[config.mk]
export PLATFORM = sky130hd
export DESIGN_NAME = register_file
export DESIGN_NICKNAME = d
export VERILOG_FILES = /design/src/rtl/register_file_pkg.sv /design/src/rtl/register_file_operand_resolve.sv /design/src/rtl/register_file.sv
export SDC_FILE = /design/constraint.sdc
export NUM_CORES = 2
export LEC_CHECK = 0
export CAP_MARGIN = 20
export CORE_AREA = 5 5 265 525
export DETAILED_ROUTE_END_ITERATION = 8
export DIE_AREA = 0 0 270 530
export RECOVER_POWER = 100
export SLEW_MARGIN = 20
export SYNTH_ARGS = -nofsm -noshare
export SYNTH_HDL_FRONTEND = slang
export SYNTH_SLANG_ARGS = --single-unit
[constraint.sdc]
create_clock -name i_clk -period 12.3 [get_ports i_clk]
set_clock_uncertainty 0.1 [all_clocks]
set_input_delay 2.46 -clock i_clk [delete_from_list [all_inputs] [get_ports i_clk]]
set_output_delay 2.46 -clock i_clk [all_outputs]
set_load 0.005 [all_outputs]
[src/rtl/register_file_pkg.sv]
// Shared widths for the architectural register file and its operand resolvers.
package register_file_pkg;
    localparam int ROB_BITS_DEF = 3;
    localparam int REG_NUM      = 32;
    localparam int REG_BITS     = 5;
    localparam int XLEN         = 32;
endpackage

[src/rtl/register_file_operand_resolve.sv]
// Resolves one decoder source operand to a value or an outstanding ROB tag.
module register_file_operand_resolve
    import register_file_pkg::*;
#(
    parameter int ROB_BITS = ROB_BITS_DEF
) (
    input  logic [REG_BITS-1:0] i_rs,
    input  logic                i_busy,
    input  logic [ROB_BITS-1:0] i_tag,
    input  logic [XLEN-1:0]     i_val,
    input  logic                i_commit_valid,
    input  logic [REG_BITS-1:0] i_commit_reg,
    input  logic [XLEN-1:0]     i_commit_val,
    input  logic [ROB_BITS-1:0] i_commit_rob_id,
    input  logic                i_rob_ready,
    input  logic [XLEN-1:0]     i_rob_value,
    output logic [ROB_BITS-1:0] o_query_id,
    output logic                o_ready,
    output logic [XLEN-1:0]     o_value,
    output logic [ROB_BITS-1:0] o_dep
);
    logic w_commit_hit;

    assign w_commit_hit = i_commit_valid && (i_commit_reg == i_rs) && i_busy
                          && (i_tag == i_commit_rob_id);

    always_comb begin
        o_query_id = i_tag;
        o_ready    = 1'b1;
        o_value    = '0;
        o_dep      = '0;
        if (i_rs == '0) begin
            o_value = '0;
        end else if (w_commit_hit) begin
            o_value = i_commit_val;
        end else if (i_busy) begin
            // Producer still in flight: the ROB forwarding port may already hold it.
            o_ready = i_rob_ready;
            o_value = i_rob_ready ? i_rob_value : '0;
            o_dep   = i_tag;
        end else begin
            o_value = i_val;
        end
    end
endmodule

[src/rtl/register_file.sv]
// Architectural register file with rename tags, committed by the ROB and read by decode.
module register_file
    import register_file_pkg::*;
#(
    parameter int ROB_BITS = ROB_BITS_DEF
) (
    input  logic                i_clk,
    input  logic                i_rst,
    input  logic                i_rdy,
    input  logic                i_clear,
    input  logic                i_commit_valid,
    input  logic [REG_BITS-1:0] i_commit_reg,
    input  logic [XLEN-1:0]     i_commit_val,
    input  logic [ROB_BITS-1:0] i_commit_rob_id,
    input  logic                i_dep_valid,
    input  logic [REG_BITS-1:0] i_dep_reg,
    input  logic [ROB_BITS-1:0] i_dep_rob_id,
    input  logic [REG_BITS-1:0] i_rs1,
    input  logic [REG_BITS-1:0] i_rs2,
    output logic [ROB_BITS-1:0] o_rob_query_id1,
    output logic [ROB_BITS-1:0] o_rob_query_id2,
    input  logic                i_rob_value1_ready,
    input  logic [XLEN-1:0]     i_rob_value1,
    input  logic                i_rob_value2_ready,
    input  logic [XLEN-1:0]     i_rob_value2,
    output logic                o_rs1_ready,
    output logic [XLEN-1:0]     o_rs1_value,
    output logic [ROB_BITS-1:0] o_rs1_dep,
    output logic                o_rs2_ready,
    output logic [XLEN-1:0]     o_rs2_value,
    output logic [ROB_BITS-1:0] o_rs2_dep
);
    logic [XLEN-1:0]     r_val  [REG_NUM];
    logic                r_busy [REG_NUM];
    logic [ROB_BITS-1:0] r_tag  [REG_NUM];

    always_ff @(posedge i_clk or negedge i_rst) begin
        if (!i_rst) begin
            for (int i = 0; i < REG_NUM; i++) begin
                r_val[i]  <= '0;
                r_busy[i] <= 1'b0;
                r_tag[i]  <= '0;
            end
        end else if (i_rdy) begin
            // x0 is skipped so it stays zero and never busy.
            for (int i = 1; i < REG_NUM; i++) begin
                if (i_commit_valid && i_commit_reg == REG_BITS'(i)) begin
                    r_val[i] <= i_commit_val;
                end
                if (i_clear) begin
                    r_busy[i] <= 1'b0;
                end else if (i_dep_valid && i_dep_reg == REG_BITS'(i)) begin
                    r_busy[i] <= 1'b1;
                    r_tag[i]  <= i_dep_rob_id;
                end else if (i_commit_valid && i_commit_reg == REG_BITS'(i)
                             && r_busy[i] && r_tag[i] == i_commit_rob_id) begin
                    r_busy[i] <= 1'b0;
                end
            end
        end
    end

    register_file_operand_resolve #(.ROB_BITS(ROB_BITS)) u_resolve1 (
        .i_rs            (i_rs1),
        .i_busy          (r_busy[i_rs1]),
        .i_tag           (r_tag[i_rs1]),
        .i_val           (r_val[i_rs1]),
        .i_commit_valid  (i_commit_valid),
        .i_commit_reg    (i_commit_reg),
        .i_commit_val    (i_commit_val),
        .i_commit_rob_id (i_commit_rob_id),
        .i_rob_ready     (i_rob_value1_ready),
        .i_rob_value     (i_rob_value1),
        .o_query_id      (o_rob_query_id1),
        .o_ready         (o_rs1_ready),
        .o_value         (o_rs1_value),
        .o_dep           (o_rs1_dep)
    );

    register_file_operand_resolve #(.ROB_BITS(ROB_BITS)) u_resolve2 (
        .i_rs            (i_rs2),
        .i_busy          (r_busy[i_rs2]),
        .i_tag           (r_tag[i_rs2]),
        .i_val           (r_val[i_rs2]),
        .i_commit_valid  (i_commit_valid),
        .i_commit_reg    (i_commit_reg),
        .i_commit_val    (i_commit_val),
        .i_commit_rob_id (i_commit_rob_id),
        .i_rob_ready     (i_rob_value2_ready),
        .i_rob_value     (i_rob_value2),
        .o_query_id      (o_rob_query_id2),
        .o_ready         (o_rs2_ready),
        .o_value         (o_rs2_value),
        .o_dep           (o_rs2_dep)
    );
endmodule

==> out/metrics.cfg <==
[sta]
holdWs_ns=0.4255
maxSlewViolCount=1585
tns_ns=0
timing.slew.headroom_pct=-198.8
rsz0062_at_grt=no
setup-violations-final=0
final_hold_viol_count=0
fmax_mhz=93.09
fin_crit_sh_pct=87.33
worst_pin_slew_ns=4.481
layout_setup_ws_ns=1.558
period_needed_ns=10.74

[floorplan]
die_w_um=270
core_area_um2=135000
fp-row-count=191
dieArea_um2=143100
initial_core_util_pct=46.43
die_h_um=530
ios=208

[logic_synthesis]
ys_async_sr_fraction_pct=100.0
yosysWarnings=36
synth_simple_gate_area_share_pct=2.546
synth_xor_area_share_pct=1.523
ys_seq_elements=1116
synth_area_um2=62700
synth_compound_area_share_pct=4.961
synth_top_family_by_area=multiplexers
synth_edf_count=0
syn_nets=4493
ys.flop_type=dfrtp_1
synthAdderAreaFrac_pct=0
ys_types=64
syn_inst=4363
ys_seq_area_share_pct=44.54
syn_avg_cell_area_um2=14.37
synthMuxAreaShare_pct=43.15

[clock_network]
ctsResizeCount=0
clockRootBuffer=clkbuf_16
clk_pin_slew_ns=0.06
numCtsBuffers=104
cts_tree=yes
cts_setup_buffers=0
clk_latency_ns=0.74
cts.path.max_buffers=3
clock_sinks=1116
holdBufCountCts=0
h-tree-depth=3

[finish]
nets=4475
final_layout_size_suffix_gt1_share_pct=45.65
stdcell_area_um2=69500
syn2layout_area_growth_pct=10.85
n_fill_cell=11480
utilization_pct=51.47
layout.cells.non_filler=6176

[critical_path]
cp.required_ns=9.74
ff2ff_path_depth=4
critPathMostFrequentCell=buf_4
reg2reg_from=r_tag[61]$_DFFE_PN0P_
crit_path_max_fanout=36
endpoint_kind=output pin
worst-path-buf-inv=5
cp_slowest_cell=clkinvlp_2
r2r-end=r_busy[20]$_DFFE_PN0P_
r2r_slack_ns=10.74
crit_type=in2out
cpPeakStageDelay_ns=1.55
crit_chain=clkdlybuf4s50_1 -> buf_4 -> clkinvlp_2 -> a221oi_1 -> o21ai_0 -> a31o_2 -> xnor2_1 -> nor4_4 -> buf_4 -> mux2_2 -> dlygate4sd3_1
cp.arrival_ns=8.18
crit_family=buffers and inverters
startpoint_type=primary input

[routing]
vias=42490
drt_iter0_drc=3630
totalWireLength_mm=233.1
drc=0
first_pass_iters=5
postRouteAntennaNets=0
vias_per_cell=6.881
wl_per_cell_um=37.74

[place]
placed_cells=5976
finalWeightedCongestion=0.9739
hpwl_mm=143.9
placed_area_um2=66270
numPortBuffers=207
place_ws_ns=2.709

[hold_path]
hold_path_depth=1
hold_class=reg2reg
hp-start=r_val[693]$_DFFE_PN0P_
min_delay_worst_endpoint=r_val[693]$_DFFE_PN0P_

[global_route]
grt_util_all_layers_pct=32.10
grt_pass1_vias=44920
grt.overflow.total=0
grt_pass1_wl_mm=332.5
grt_max_degree=170
antenna_found_initial=12

[pwr]
p_leak_nw=30.06
ir_drop_mv=0.1066
power_mw=9.892
powerDensity_nw_per_um2=142.3

[run]
max-cap-violations=44

[status]
status=finished, violations left
violations=capacitance limit, slew limit

## cells in the mapped netlist (all sizes together) (29+ instances only)
master,number,share of area (%)
clkbuf,287,1.7
dfrtp,1116,45
buf,173,1.5
o22ai,62,0.62
o21ai,83,0.66
nor2,92,0.55
o221ai,31,0.43
xnor2,81,1.1
nand2,83,0.50
a22o,36,0.50
mux2i,142,2.3
a21oi,93,0.74
a22oi,35,0.42
mux2,1210,22
mux4,527,19
nand3,29,0.23
## sequential cells by signal, summed over array words and instances (netlist names)
signal and flops:
r_val 992, r_tag 93, r_busy 31
## worst max-delay path by stage
stage | start | endpoint | slack [ns] | cells after the start
global placement | i_rs2[0] | o_rs2_value[3] | 2.73 | 10
detailed placement | i_rs2[0] | o_rs2_value[20] | 2.71 | 11
floorplan | i_rs1[0] | o_rs1_value[30] | 4.47 | 10
global route | i_rst | r_val[708]$_DFFE_PN0P_ | 1.39 | 2
CTS | i_rs2[0] | o_rs2_value[0] | 2.70 | 11
finish | i_rs1[4] | o_rs1_value[31] | 1.56 | 11
## worst register-to-register path, stage by stage, from the launching register on
cell,delay [ns]
dfrtp_1,0.43
xnor2_1,0.28
nand4_1,0.20
a22oi_1,0.38
nor2_1,0.06
## kinds of logic after synthesis
family          Yosys count
mux                    1879
flops                  1116
buf+inv                 474
compound gates          458
simple gates            327
xor+xnor                109
## per-layer routing
metal / up-vias / routed length [µm] / GRT usage, %
met3: 666 / 15970 / 5.804
met1: 23090 / 82280 / 37.60
met2: 1935 / 117800 / 55.49
met5: - / 23 / 0
li1: 16800 / - / -
met4: 4 / 17010 / 18.68
## where the power goes
group          switching, mW  total [mW]  internal (mW)
Combinational          0.882        1.92           1.04
Sequential             0.364        4.50           4.13
Clock                   1.53        3.48           1.95
Total                   2.77        9.89           7.12
## layout by cell type (no fill, tap or decap), drive strengths merged, types with 12 or more instances in the layout
| cell | instances |
|---|---|
| clkbuf | 192 |
| o21ai | 83 |
| dfrtp | 1116 |
| mux2i | 142 |
| a221o | 27 |
| a22oi | 35 |
| inv | 16 |
| buf | 109 |
| clkinv | 26 |
| mux2 | 1210 |
| nand3 | 29 |
| nand4 | 28 |
| nor2 | 92 |
| o22ai | 62 |
| a211oi | 14 |
| mux4 | 527 |
| a211o | 13 |
| o221ai | 31 |
| a31oi | 24 |
| o211ai | 12 |
| xor2 | 28 |
| clkdlybuf4s50 | 139 |
| nand2 | 83 |
| nand2b | 15 |
| xnor2 | 81 |
| nor3 | 28 |
| dlygate4sd3 | 47 |
| a22o | 36 |
| a21oi | 93 |
| nor2b | 15 |
## cell type report
type / count / area, µm² / area share [%]
Antenna cell: 5 / 12.51 / 0.01800
Clock buffer: 151 / 3070 / 4.418
Clock inverter: 44 / 535.5 / 0.7705
Inverter: 14 / 55.05 / 0.07921
Multi-Input combinational cell: 2773 / 32800 / 47.19
Sequential cell: 1116 / 27930 / 40.18
Tap cell: 1737 / 2173 / 3.127
Timing Repair Buffer: 336 / 2932 / 4.218
Note: power is estimated with default switching activity, not from simulation.
